[src/rtl/fpadd_ctrl_if.sv]
// ----------------------------------------------------------------------------
// fpadd_ctrl_if
// Bundle of the requester, datapath and response signals around the shared
// FP adder controller.
//   master : requester fabric / datapath side (drives requests, dp_result,
//            rsp_ready; observes grants, operands, stage enables, responses)
//   slave  : the controller (fpadd_ctrl)
// Parameters:
//   NUM_REQ : number of requesters
//   ID_W    : requester ID width (2**ID_W >= NUM_REQ)
// ----------------------------------------------------------------------------
interface fpadd_ctrl_if #(
    parameter int NUM_REQ = 4,
    parameter int ID_W    = 2
);
    logic [NUM_REQ-1:0]    req_valid;
    logic [NUM_REQ-1:0]    req_ready;
    logic [NUM_REQ*32-1:0] req_a;
    logic [NUM_REQ*32-1:0] req_b;
    logic [31:0]           dp_a;
    logic [31:0]           dp_b;
    logic                  mask_en;
    logic                  align_en;
    logic                  alu_en;
    logic                  norm_en;
    logic                  pack_en;
    logic [31:0]           dp_result;
    logic                  rsp_valid;
    logic                  rsp_ready;
    logic [ID_W-1:0]       rsp_id;
    logic [31:0]           rsp_result;
    logic                  busy;

    modport master (
        output req_valid, req_a, req_b, dp_result, rsp_ready,
        input  req_ready, dp_a, dp_b, mask_en, align_en, alu_en, norm_en,
               pack_en, rsp_valid, rsp_id, rsp_result, busy
    );

    modport slave (
        input  req_valid, req_a, req_b, dp_result, rsp_ready,
        output req_ready, dp_a, dp_b, mask_en, align_en, alu_en, norm_en,
               pack_en, rsp_valid, rsp_id, rsp_result, busy
    );
endinterface

[src/rtl/fpadd_ctrl.sv]
// ----------------------------------------------------------------------------
// fpadd_ctrl
// Shares one five-stage FP adder datapath (mask, align, alu, normal, pack)
// between NUM_REQ requesters. Round-robin arbitration in IDLE latches the
// winning operand pair onto dp_a/dp_b, the FSM then pulses one stage enable
// per cycle, captures dp_result at the end of PACK and returns it with the
// winner's ID over a valid/ready response channel.
//
// Ports:
//   clk  : clock, rising edge
//   rst  : asynchronous active-high reset
//   bus  : fpadd_ctrl_if.slave (requests, datapath bus, response, busy)
//
// Optional feature macro: FPADD_CTRL_ZERO_BYPASS_EN
//   When defined, a granted pair with a zero operand (bits[30:0]==0) skips
//   the datapath and goes straight to RESP with the non-zero operand (or a
//   signed zero when both are zero).
//
// States:
//   state   | meaning
//   IDLE    | arbitrating, req_ready to the round-robin winner
//   MASK    | mask_en high
//   ALIGN   | align_en high
//   ALU     | alu_en high
//   NORM    | norm_en high
//   PACK    | pack_en high, dp_result captured on exit
//   RESP    | rsp_valid high until rsp_ready
// ----------------------------------------------------------------------------
module fpadd_ctrl #(
    parameter int NUM_REQ = 4,
    parameter int ID_W    = 2
) (
    input  logic         clk,
    input  logic         rst,
    fpadd_ctrl_if.slave  bus
);

    typedef enum logic [2:0] {
        S_IDLE,
        S_MASK,
        S_ALIGN,
        S_ALU,
        S_NORM,
        S_PACK,
        S_RESP
    } state_t;

    state_t              state_q, state_d;
    logic [ID_W-1:0]     rr_ptr_q, rr_ptr_d;
    logic [ID_W-1:0]     rsp_id_q, rsp_id_d;
    logic [31:0]         dp_a_q, dp_a_d;
    logic [31:0]         dp_b_q, dp_b_d;
    logic [31:0]         rsp_result_q, rsp_result_d;

    logic                grant_vld;
    logic [ID_W-1:0]     grant_idx;
    logic [ID_W-1:0]     rr_next;
    logic [31:0]         grant_a, grant_b;
    logic [NUM_REQ-1:0]  req_ready_c;
    logic                mask_en_c, align_en_c, alu_en_c, norm_en_c, pack_en_c;
    logic                rsp_valid_c;

    // Requester index base+off, wrapped modulo NUM_REQ.
    function automatic logic [ID_W-1:0] wrap_idx(input logic [ID_W-1:0] base,
                                                 input int off);
        int sum;
        sum = int'(base) + off;
        if (sum >= NUM_REQ) begin
            sum = sum - NUM_REQ;
        end
        return ID_W'(sum);
    endfunction

    // First valid requester at or after rr_ptr, in wrapped order.
    always_comb begin : arb
        grant_vld = 1'b0;
        grant_idx = '0;
        for (int k = 0; k < NUM_REQ; k++) begin
            if (!grant_vld && bus.req_valid[wrap_idx(rr_ptr_q, k)]) begin
                grant_vld = 1'b1;
                grant_idx = wrap_idx(rr_ptr_q, k);
            end
        end
    end

    assign rr_next = (grant_idx == ID_W'(NUM_REQ - 1)) ? '0 : grant_idx + ID_W'(1);

    always_comb begin : operand_mux
        grant_a = '0;
        grant_b = '0;
        for (int i = 0; i < NUM_REQ; i++) begin
            if (grant_idx == ID_W'(i)) begin
                grant_a = bus.req_a[32*i +: 32];
                grant_b = bus.req_b[32*i +: 32];
            end
        end
    end

    // Held low during reset so every output reads zero while rst is high.
    always_comb begin : ready_decode
        req_ready_c = '0;
        for (int i = 0; i < NUM_REQ; i++) begin
            req_ready_c[i] = !rst && (state_q == S_IDLE) && grant_vld &&
                             (grant_idx == ID_W'(i));
        end
    end

`ifdef FPADD_CTRL_ZERO_BYPASS_EN
    logic        zero_a, zero_b;
    logic [31:0] bypass_res;

    assign zero_a = (grant_a[30:0] == 31'd0);
    assign zero_b = (grant_b[30:0] == 31'd0);

    always_comb begin : bypass_value
        bypass_res = {grant_a[31] & grant_b[31], 31'd0};
        if (!zero_a) begin
            bypass_res = grant_a;
        end else if (!zero_b) begin
            bypass_res = grant_b;
        end
    end
`endif

    always_comb begin : fsm_comb
        state_d      = state_q;
        rr_ptr_d     = rr_ptr_q;
        rsp_id_d     = rsp_id_q;
        dp_a_d       = dp_a_q;
        dp_b_d       = dp_b_q;
        rsp_result_d = rsp_result_q;
        mask_en_c    = 1'b0;
        align_en_c   = 1'b0;
        alu_en_c     = 1'b0;
        norm_en_c    = 1'b0;
        pack_en_c    = 1'b0;
        rsp_valid_c  = 1'b0;

        case (state_q)
            S_IDLE: begin
                if (grant_vld) begin
                    dp_a_d   = grant_a;
                    dp_b_d   = grant_b;
                    rsp_id_d = grant_idx;
                    rr_ptr_d = rr_next;
                    state_d  = S_MASK;
`ifdef FPADD_CTRL_ZERO_BYPASS_EN
                    if (zero_a || zero_b) begin
                        rsp_result_d = bypass_res;
                        state_d      = S_RESP;
                    end
`endif
                end
            end
            S_MASK: begin
                mask_en_c = 1'b1;
                state_d   = S_ALIGN;
            end
            S_ALIGN: begin
                align_en_c = 1'b1;
                state_d    = S_ALU;
            end
            S_ALU: begin
                alu_en_c = 1'b1;
                state_d  = S_NORM;
            end
            S_NORM: begin
                norm_en_c = 1'b1;
                state_d   = S_PACK;
            end
            S_PACK: begin
                pack_en_c    = 1'b1;
                rsp_result_d = bus.dp_result;
                state_d      = S_RESP;
            end
            S_RESP: begin
                rsp_valid_c = 1'b1;
                if (bus.rsp_ready) begin
                    state_d = S_IDLE;
                end
            end
            default: begin
                state_d = S_IDLE;
            end
        endcase
    end

    always_ff @(posedge clk or posedge rst) begin
        if (rst) begin
            state_q      <= S_IDLE;
            rr_ptr_q     <= '0;
            rsp_id_q     <= '0;
            dp_a_q       <= '0;
            dp_b_q       <= '0;
            rsp_result_q <= '0;
        end else begin
            state_q      <= state_d;
            rr_ptr_q     <= rr_ptr_d;
            rsp_id_q     <= rsp_id_d;
            dp_a_q       <= dp_a_d;
            dp_b_q       <= dp_b_d;
            rsp_result_q <= rsp_result_d;
        end
    end

    assign bus.req_ready  = req_ready_c;
    assign bus.dp_a       = dp_a_q;
    assign bus.dp_b       = dp_b_q;
    assign bus.mask_en    = mask_en_c;
    assign bus.align_en   = align_en_c;
    assign bus.alu_en     = alu_en_c;
    assign bus.norm_en    = norm_en_c;
    assign bus.pack_en    = pack_en_c;
    assign bus.rsp_valid  = rsp_valid_c;
    assign bus.rsp_id     = rsp_id_q;
    assign bus.rsp_result = rsp_result_q;
    assign bus.busy       = (state_q != S_IDLE);

endmodule
[src/flat_wrapper.sv]
// flat-port wrapper written by rule: the top's interface ports become plain ports
module fpadd_ctrl_flat 
#(
    parameter int NUM_REQ = 4,
    parameter int ID_W    = 2
)
  (clk, rst, bus_req_valid, bus_req_a, bus_req_b, bus_dp_result, bus_rsp_ready, bus_req_ready, bus_dp_a, bus_dp_b, bus_mask_en, bus_align_en, bus_alu_en, bus_norm_en, bus_pack_en, bus_rsp_valid, bus_rsp_id, bus_rsp_result, bus_busy);
  fpadd_ctrl_if #(.NUM_REQ(NUM_REQ), .ID_W(ID_W)) bus_i ();
  input  logic clk;
  input  logic rst;
  input wire logic [$bits(bus_i.req_valid)-1:0] bus_req_valid;
  input wire logic [$bits(bus_i.req_a)-1:0] bus_req_a;
  input wire logic [$bits(bus_i.req_b)-1:0] bus_req_b;
  input wire logic [$bits(bus_i.dp_result)-1:0] bus_dp_result;
  input wire logic [$bits(bus_i.rsp_ready)-1:0] bus_rsp_ready;
  output wire logic [$bits(bus_i.req_ready)-1:0] bus_req_ready;
  output wire logic [$bits(bus_i.dp_a)-1:0] bus_dp_a;
  output wire logic [$bits(bus_i.dp_b)-1:0] bus_dp_b;
  output wire logic [$bits(bus_i.mask_en)-1:0] bus_mask_en;
  output wire logic [$bits(bus_i.align_en)-1:0] bus_align_en;
  output wire logic [$bits(bus_i.alu_en)-1:0] bus_alu_en;
  output wire logic [$bits(bus_i.norm_en)-1:0] bus_norm_en;
  output wire logic [$bits(bus_i.pack_en)-1:0] bus_pack_en;
  output wire logic [$bits(bus_i.rsp_valid)-1:0] bus_rsp_valid;
  output wire logic [$bits(bus_i.rsp_id)-1:0] bus_rsp_id;
  output wire logic [$bits(bus_i.rsp_result)-1:0] bus_rsp_result;
  output wire logic [$bits(bus_i.busy)-1:0] bus_busy;
  assign bus_i.req_valid = bus_req_valid;
  assign bus_i.req_a = bus_req_a;
  assign bus_i.req_b = bus_req_b;
  assign bus_i.dp_result = bus_dp_result;
  assign bus_i.rsp_ready = bus_rsp_ready;
  assign bus_req_ready = bus_i.req_ready;
  assign bus_dp_a = bus_i.dp_a;
  assign bus_dp_b = bus_i.dp_b;
  assign bus_mask_en = bus_i.mask_en;
  assign bus_align_en = bus_i.align_en;
  assign bus_alu_en = bus_i.alu_en;
  assign bus_norm_en = bus_i.norm_en;
  assign bus_pack_en = bus_i.pack_en;
  assign bus_rsp_valid = bus_i.rsp_valid;
  assign bus_rsp_id = bus_i.rsp_id;
  assign bus_rsp_result = bus_i.rsp_result;
  assign bus_busy = bus_i.busy;
  fpadd_ctrl #(.NUM_REQ(NUM_REQ), .ID_W(ID_W)) u_core (.clk(clk), .rst(rst), .bus(bus_i));
endmodule
[config.mk]
export PLATFORM = sky130hd
export DESIGN_NAME = fpadd_ctrl_flat
export DESIGN_NICKNAME = d
export VERILOG_FILES = /design/src/rtl/fpadd_ctrl_if.sv /design/src/rtl/fpadd_ctrl.sv /design/src/flat_wrapper.sv
export SDC_FILE = /design/constraint.sdc
export NUM_CORES = 1
export LEC_CHECK = 0
export CORE_AREA = 2 2 157 159
export DETAILED_ROUTE_END_ITERATION = 6
export DIE_AREA = 0 0 159 161
export PLACE_DENSITY = 0.68
export SYNTH_ARGS = -nofsm -noshare
export SYNTH_HDL_FRONTEND = slang
export SYNTH_SLANG_ARGS = --single-unit
[constraint.sdc]
create_clock -name clk -period 6.7 [get_ports clk]
set_input_delay 2.01 -clock clk [delete_from_list [all_inputs] [get_ports clk]]
set_output_delay 2.01 -clock clk [all_outputs]
set_load 0.005 [all_outputs]
# Word level (Yosys, flattened, before mapping)
# Cells that the tools add are included.
[totals]
register_bits = 103
out_inout_bits = 109
input_bits = 295
[op_classes]
mux = 38
order_cmp = 8
n_eq_ne = 11
add_sub_neg = 8
n_reduce_logical = 18
[ops]
columns = ["cell", "count"]
rows = [
  ["$mux 32", 8],
  ["$pmux 3 s7", 1],
  ["$mux 2", 9],
  ["$mux 1", 14],
  ["$lt 2x3->1 const B", 4],
  ["$eq 3x3->1 const B", 3],
  ["$ge 3x3->1 const B", 3],
  ["$logic_and 1x1->1", 9],
  ["$bmux 1 s2", 4],
  ["$sub 2x1->2 const B", 4],
  ["$add 2x2->3 const B", 2],
  ["$eq 3x2->1 const B", 2],
  ["$mux 3", 2],
  ["$eq 2x2->1 const B", 2],
  ["$logic_not 1->1", 4],
  ["$reduce_and 2->1", 2],
  ["$add 2x1->3 const B", 1],
  ["$eq 3x1->1 const B", 1],
  ["$ge 2x3->1 const B", 1],
  ["$logic_not 3->1", 1],
  ["$reduce_bool 3->1", 1],
  ["$add 2x1->2 const B", 1],
  ["$eq 2x1->1 const B", 1],
  ["$logic_not 2->1", 1],
  ["other kinds (2)", 2],
]

# Depth between registers and ports, before layout
# Gate-level depths: netlist of run 1.
[logic_depth]
word_depth = 19
depth_mapped = 9
depth_no_buf = 7

# Worst setup path before layout of run 1
# Ideal clock, no wire load.
[synth_path]
path_kind = "input to output"
from = "input port rst"
to = "output port bus_req_ready[0]"
slack_ns = 0.103
path_stages = 2
t_required_ns = 4.690
arrival_time_ns = 4.587
cell_sequence = "inv_1 and3_1"
[synth_via]
elab_chain_len = 4
[synth_rtl]
columns = ["item", "line_no", "source"]
rows = [
  ["from (decl)", "flat_wrapper.sv:10", "input logic rst;"],
  ["$logic_not 1->1", "fpadd_ctrl.sv:103", "req_ready_c[i] = !rst && (state_q == S_IDLE) && grant_vld &&"],
  ["$logic_and 1x1->1 (3 in a row)", "fpadd_ctrl.sv:103", ""],
  ["to (decl)", "flat_wrapper.sv:16", "output wire logic [$bits(bus_i.req_ready)-1:0] bus_req_ready;"],
]
# Every way passes these cells.

# Worst setup path after layout of run 1
[layout_path]
from = "input port bus_req_valid[1]"
to = "output port bus_req_ready[0]"
[layout_via]
elab_chain_len = 14
word_cells_on_any_way = 25
classes_between = "mux (16); reduce/logical (9)"
[layout_rtl]
columns = ["item", "line_no", "source"]
rows = [
  ["from (decl)", "flat_wrapper.sv:11", "input wire logic [$bits(bus_i.req_valid)-1:0] bus_req_valid;"],
  ["$bmux 1 s2", "fpadd_ctrl.sv:79", "if (!grant_vld && bus.req_valid[wrap_idx(rr_ptr_q, k)]) begin"],
  ["$mux 1 (not written as such)", "fpadd_ctrl.sv:79", ""],
  ["$mux 1", "fpadd_ctrl.sv:79", ""],
  ["$logic_not 1->1", "fpadd_ctrl.sv:79", ""],
  ["$logic_and 1x1->1", "fpadd_ctrl.sv:79", ""],
  ["$mux 1", "fpadd_ctrl.sv:79", ""],
  ["$logic_not 1->1", "fpadd_ctrl.sv:79", ""],
  ["$logic_and 1x1->1", "fpadd_ctrl.sv:79", ""],
  ["$mux 1", "fpadd_ctrl.sv:79", ""],
  ["$logic_not 1->1", "fpadd_ctrl.sv:79", ""],
  ["$logic_and 1x1->1", "fpadd_ctrl.sv:79", ""],
  ["$mux 2 / $mux 1 (equally long branches)", "fpadd_ctrl.sv:79", ""],
  ["$logic_not 2->1 / $logic_and 1x1->1 (equally long branches)", "fpadd_ctrl.sv:104, fpadd_ctrl.sv:103", ""],
  ["$logic_and 1x1->1 (*)", "fpadd_ctrl.sv:103", ""],
]
# Every way passes the cells marked *; elsewhere a longest branch is shown, timed or not. The select of a mux whose other input is x is not followed.

==> results of run 1 <==
## path summary, 6_finish.rpt
check / startpoint / to / slack, ns / cells past startpoint
worst max-delay path: bus_req_valid[1] / bus_req_ready[0] / 0.43 / 7
worst min-delay path: u_core.bus.rsp_result[27]$_DFFE_PP0P_ / u_core.bus.rsp_result[27]$_DFFE_PP0P_ / 0.50 / 1
worst max register to register: u_core.rr_ptr_q[0]$_DFFE_PP0P_ / u_core.bus.dp_a[21]$_DFFE_PP0P_ / 3.53 / 9
worst min register to register: u_core.bus.rsp_result[27]$_DFFE_PP0P_ / u_core.bus.rsp_result[27]$_DFFE_PP0P_ / 0.50 / 1
max in group asynchronous: rst / u_core.bus.dp_a[24]$_DFFE_PP0P_ / 3.55 / 3
min in group asynchronous: rst / u_core.bus.dp_b[0]$_DFFE_PP0P_ / 1.94 / 2
## sequential cells by signal (all words and copies together), names as in the netlist
signal                 count
u_core.bus.rsp_result     32
u_core.rr_ptr_q            2
u_core.state_q             3
u_core.bus.dp_a           32
u_core.bus.rsp_id          2
u_core.bus.dp_b           32
## critical path, delay by kind of cell
family | cells | cell delay [ns]
fa+ha+maj | 1 | 0.22
buf+inv | 2 | 1.12
simple gates | 4 | 0.91
## cells by family (layout without fill, tap and decap cells)
family | after synthesis | after routing | share of synthesized area
buf+inv | 144 | 499 | 0.0997
mux | 33 | 33 | 0.0586
flops | 103 | 103 | 0.407
fa+ha+maj | 4 | 4 | 0.00790
other cells | 0 | 1 | 0
simple gates | 161 | 161 | 0.148
compound gates | 269 | 269 | 0.279
## cell type report
type                            instances  area share
Antenna cell                            1    0.000231
Clock buffer                            9      0.0208
Clock inverter                          6     0.00520
Inverter                               68      0.0238
Multi-Input combinational cell        467       0.293
Sequential cell                       103       0.238
Tap cell                              324      0.0374
Timing Repair Buffer                  416       0.381
## power by group through the flow
| stage | registers [mW] | logic [mW] | clock network (mW) |
|---|---|---|---|
| floorplan | 1.15 | 1.45 | 0 |
| global placement | 1.14 | 2.66 | 0 |
| detailed placement | 1.16 | 2.68 | 0 |
| CTS | 1.15 | 2.68 | 0.537 |
| global route | 1.20 | 2.89 | 0.560 |
| finish | 1.16 | 2.65 | 0.515 |
## layer usage
| metal | track usage | vias up |
|---|---|---|
| li1 | - | 3314 |
| met1 | 0.232 | 3287 |
| met2 | 0.335 | 317 |
| met3 | 0.0460 | 39 |
| met4 | 0.0682 | 0 |
| met5 | 0 | - |
## cells in the mapped netlist, types with 3 or more instances
master,instances,area (sq um)
dfrtp_1,103,2580
nand3b_1,66,495
a221o_1,64,641
nand2_1,68,255
buf_4,3,22.5
o21ai_0,4,20.0
ha_1,4,50.1
a31oi_1,64,400
clkbuf_1,34,128
and3_1,4,25.0
buf_2,34,170
nor2_1,4,15.0
nand2b_1,3,18.8
mux2_2,33,372
nor2b_1,3,18.8
inv_1,68,255
buf_6,5,56.3
a21oi_1,130,651
## per-stage QoR
stage               hold WS (ns)  power, mW  instances   util  area (sq um)
global placement           0.485       3.80       1378  0.440         10500
detailed placement         0.491       3.84       1378  0.440         10500
finish                     0.504       4.33       1394  0.452         10800
floorplan                  0.485       2.60        714      -          6340
CTS                        0.507       4.38       1393  0.452         10800
global route               0.522       4.65       1394  0.452         10800
==> results.cfg, run 1 <==
[global_routing]
grt-ovfl-total = 0
antenna_found_initial = 1
grt_max_degree = 129
grt_usage = 0.192
grt_first_pass_wirelength_mm = 38.9
grt_pass1_vias = 6821

[cts]
clkTransAtPathRegs_ns = 0.07
clk_latency_ns = 0.35
cts_resized = 0
postCtsSetupRepairBufs = 0
clkSinkCount = 103
max-clock-path-buffers = 2
root_buffer = clkbuf_16
cts.htree.levels = 3
cts_hold_buf = 0
cts_buffers = 9
cts_tree = built

[worst_setup_path]
crit_type = in2out
endpoint_kind = primary output
cp_slowest_cell = clkdlybuf4s50_1
crit_chain = clkdlybuf4s50_1 > nor2_1 > nor4b_1 > nor2_1 > ha_2 > and3_1 > clkdlybuf4s50_1
required_ns = 4.69
path_max_fanout = 6
arrival_ns = 4.26
slowest_delay_ns = 0.60
worstSetupStartpointType = primary input

[routing]
met1_length_mm = 10.7
drt_iter0_drc = 372
wl_met2_mm = 12.7
finalWirelength_mm = 25.8
vias = 6957
post-route-drc-count = 0
met3_length_mm = 1.71
wl_per_cell_um = 18.5
antenna_left = 0
dr.pass1.iters = 5
top_layer_used = met4
via_per_inst = 4.99

[outcome]
status = completed

[final_layout]
seq_area_sq_um = 2580
layout_common_cells = clkdlybuf4s50_1 (403), a21oi_1 (130), dfrtp_1 (103), nand2_1 (68), inv_1 (67)
multi_input_area_sq_um = 3170
mostFrequentLayoutCell = clkdlybuf4s50_1
area_growth_pct = 70.9
drive_gt1_frac = 0.0664
final_nets = 1364
fill_cells = 2376

[floorplanning]
fp.coreArea_sq_um = 24000
die-area_sq_um = 25600
start_util = 0.265
die_y_um = 161
io_pins = 404
die_width_um = 159
core.rowCount = 57

[yosys]
yosys_most_used_dff = dfrtp_1
yosys_register_bits = 103
yosysWarnings = 0
synth_nets = 1013
synth_area_per_cell_sq_um = 8.88
async_reset_ff_frac = 1.00
mappedNetlistArea_sq_um = 6340
synth_edf_count = 0
syn_inst = 714
synth-seq-area-share = 0.407
yosysUniqueCellTypes = 32

[sta]
finalCritPeriodShare = 0.936
skew_ns = 0.00969
max_slew_margin = 0.158
setup_ws_ns = 0.427
period_needed_ns = 6.27
rsz0062_at_grt = false
finalMaxSlewViolations = 0
final_hold_viol_count = 0
finalSetupTns_ns = 0
setup_viol_count_final = 0
worst_slew_pin_slew_ns = 1.26
max_freq_mhz = 159

[power]
combPwrFrac = 0.613
p_leak_nw = 4.22
switching_share = 0.394
ir_drop_v = 0.000180
p_sw_mw = 1.71
power_frac_seq = 0.268
clock_power_share = 0.119
p_per_area_nw_per_um2 = 399
internal-power_mw = 2.62

[placement]
place_ws_ns = 0.429
hpwl_mm = 18.2
gp_routability_congestion = 0.851
io_buffer_count = 403

[worst_hold_path]
hold_class = reg2reg

[run]
maxCapViolations = 0
Power figures use the tool's default switching activity.
==> run 2, diff against run 1 <==
--- a/config.mk
+++ b/config.mk
@@ -9,6 +9,7 @@
 export DETAILED_ROUTE_END_ITERATION = 6
 export DIE_AREA = 0 0 159 161
 export PLACE_DENSITY = 0.68
+export SLEW_MARGIN = 10
 export SYNTH_ARGS = -nofsm -noshare
 export SYNTH_HDL_FRONTEND = slang
 export SYNTH_SLANG_ARGS = --single-unit
==> results of run 2 <==
No change in the layout: final DEF, timing and power equal those of run 1.
==> run 3, diff against run 2 <==
--- a/config.mk
+++ b/config.mk
@@ -5,10 +5,12 @@
 export SDC_FILE = /design/constraint.sdc
 export NUM_CORES = 1
 export LEC_CHECK = 0
-export CORE_AREA = 2 2 157 159
+export CAP_MARGIN = 20
+export CORE_AREA = 2 2 155 157
 export DETAILED_ROUTE_END_ITERATION = 6
-export DIE_AREA = 0 0 159 161
-export PLACE_DENSITY = 0.68
+export DIE_AREA = 0 0 157 159
+export MAX_ROUTING_LAYER = met4
+export PLACE_DENSITY = 0.67
 export SLEW_MARGIN = 10
 export SYNTH_ARGS = -nofsm -noshare
 export SYNTH_HDL_FRONTEND = slang
==> constraint.sdc (replaced) <==
create_clock -name clk -period 6.9 [get_ports clk]
set_input_delay 2.07 -clock clk [delete_from_list [all_inputs] [get_ports clk]]
set_output_delay 2.07 -clock clk [all_outputs]
set_load 0.005 [all_outputs]
==> results.cfg, run 3 (synthesis results as in run 1) <==
[sta]
fin_hold_ws_ns = 0.507
final_hold_viol_count = 0
worst_slew_pin_slew_ns = 0.860
max_slew_margin = 0.426
skew_ns = 0.0156
setup_viol_count_final = 0
finalSetupTns_ns = 0
period_needed_ns = 6.38
finalCritPeriodShare = 0.925
finalMaxSlewViolations = 0
rsz0062_at_grt = false
setup_ws_ns = 0.518
max_freq_mhz = 157

[run]
maxCapViolations = 0

[floorplanning]
die_width_um = 157
core.rowCount = 56
fp.coreArea_sq_um = 23200
start_util = 0.273
die-area_sq_um = 25000
die_y_um = 159
io_pins = 404

[worst_setup_path]
r2r_setup_slack_ns = 3.72
path_max_fanout = 6
endpoint_kind = primary output
r2r_cells = 9
reg2reg_to = u_core.bus.dp_a[29]$_DFFE_PP0P_
arrival_ns = 4.31
cp-startpoint = bus_req_valid[1]
cp-endpoint = bus_req_ready[0]
worstSetupStartpointType = primary input
timing.rr.start = u_core.rr_ptr_q[0]$_DFFE_PP0P_
required_ns = 4.83
crit_type = in2out

[power]
clock_power_share = 0.123
internal-power_mw = 2.56
p_per_area_nw_per_um2 = 389
switching_share = 0.394
p_total_mw = 4.22
p_leak_nw = 4.24
p_sw_mw = 1.66
combPwrFrac = 0.614
ir_drop_v = 0.000201
power_frac_seq = 0.263

[cts]
cts_buffers = 9
cts_tree = built
clk_latency_ns = 0.36
cts_hold_buf = 0
cts_resized = 0
clkSinkCount = 103
max-clock-path-buffers = 2
postCtsSetupRepairBufs = 0
cts.htree.levels = 3
root_buffer = clkbuf_16
clkTransAtPathRegs_ns = 0.07

[placement]
placed_cell_area_sq_um = 10500
place_ws_ns = 0.546
hpwl_mm = 18.2
io_buffer_count = 403
dp.cells = 1373
gp_routability_congestion = 0.839

[routing]
dr.pass1.iters = 5
wl_per_cell_um = 18.3
antenna_left = 0
post-route-drc-count = 0
vias = 6918
drt_iter0_drc = 360
via_per_inst = 4.97
finalWirelength_mm = 25.5

[final_layout]
multi_input_area_sq_um = 3170
design_area_sq_um = 10900
area_growth_pct = 71.4
final_nets = 1365
layout_common_cells = clkdlybuf4s50_1 (403), a21oi_1 (130), dfrtp_1 (103), nand2_1 (68), inv_1 (67)
seq_area_sq_um = 2580
drive_gt1_frac = 0.0672
final_util = 0.468
mostFrequentLayoutCell = clkdlybuf4s50_1
fin_cells = 1391
fill_cells = 2258

[global_routing]
grt_pass1_vias = 6901
grt_first_pass_wirelength_mm = 38.4
antenna_found_initial = 1
grt_max_degree = 129
grt_usage = 0.202
grt-ovfl-total = 0

[worst_hold_path]
hold_class = reg2reg
min_path_cells = 1

[outcome]
status = completed
run 3: cell count changes in the layout (fill, tap and decap cells not counted):
cell        delta
buf_16         +1
clkbuf_1       +1
clkinv_4       -1
clkinv_8       +1
clkinvlp_4     -1
inv_6          +2
inv_8          -1
run 3: critical path, stage by stage:
cell and delay [ns]:
clkdlybuf4s50_1 0.59, nor2b_1 0.11, a211oi_1 0.41, or2_2 0.23
ha_2 0.17, and3_1 0.16, clkdlybuf4s50_1 0.56
run 3: final cells by class:
type                    count  share of cell area
repair buffers            417               0.383
multi-input cells         467               0.292
flip-flops and latches    103               0.237
well taps                 319              0.0367
inverters                  68              0.0237
clock buffers              10              0.0211
clock inverters             6             0.00576
diodes                      1            0.000230
run 3: worst min-delay path by stage:
stage | start | end
after floorplan | u_core.rr_ptr_q[0]$_DFFE_PP0P_ | u_core.rr_ptr_q[0]$_DFFE_PP0P_
after global placement | u_core.bus.rsp_result[26]$_DFFE_PP0P_ | u_core.bus.rsp_result[26]$_DFFE_PP0P_
after detailed placement | u_core.bus.rsp_result[8]$_DFFE_PP0P_ | u_core.bus.rsp_result[8]$_DFFE_PP0P_
after CTS | u_core.bus.rsp_result[30]$_DFFE_PP0P_ | u_core.bus.rsp_result[30]$_DFFE_PP0P_
after global routing | u_core.bus.rsp_result[5]$_DFFE_PP0P_ | u_core.bus.rsp_result[5]$_DFFE_PP0P_
final | u_core.bus.rsp_result[29]$_DFFE_PP0P_ | u_core.bus.rsp_result[29]$_DFFE_PP0P_
run 3: power groups by stage:
stage,Sequential [mW],Combinational (mW),Clock (mW)
2_1_floorplan,1.11,1.41,0
3_3_place_gp,1.11,2.57,0
3_5_place_dp,1.12,2.61,0
4_1_cts,1.11,2.62,0.540
5_1_grt,1.15,2.83,0.563
6_report,1.11,2.59,0.518
run 3: routing by layer:
layer  vias to the layer above  track usage  routed length (um)  share of wire
li1                       3321            -                   -              -
met1                      3293        0.232               10200           0.40
met2                       275        0.355               13100           0.51
met3                        29       0.0318                1620          0.064
met4                         0       0.0667                 575          0.023
met5                         -            -                   0              0
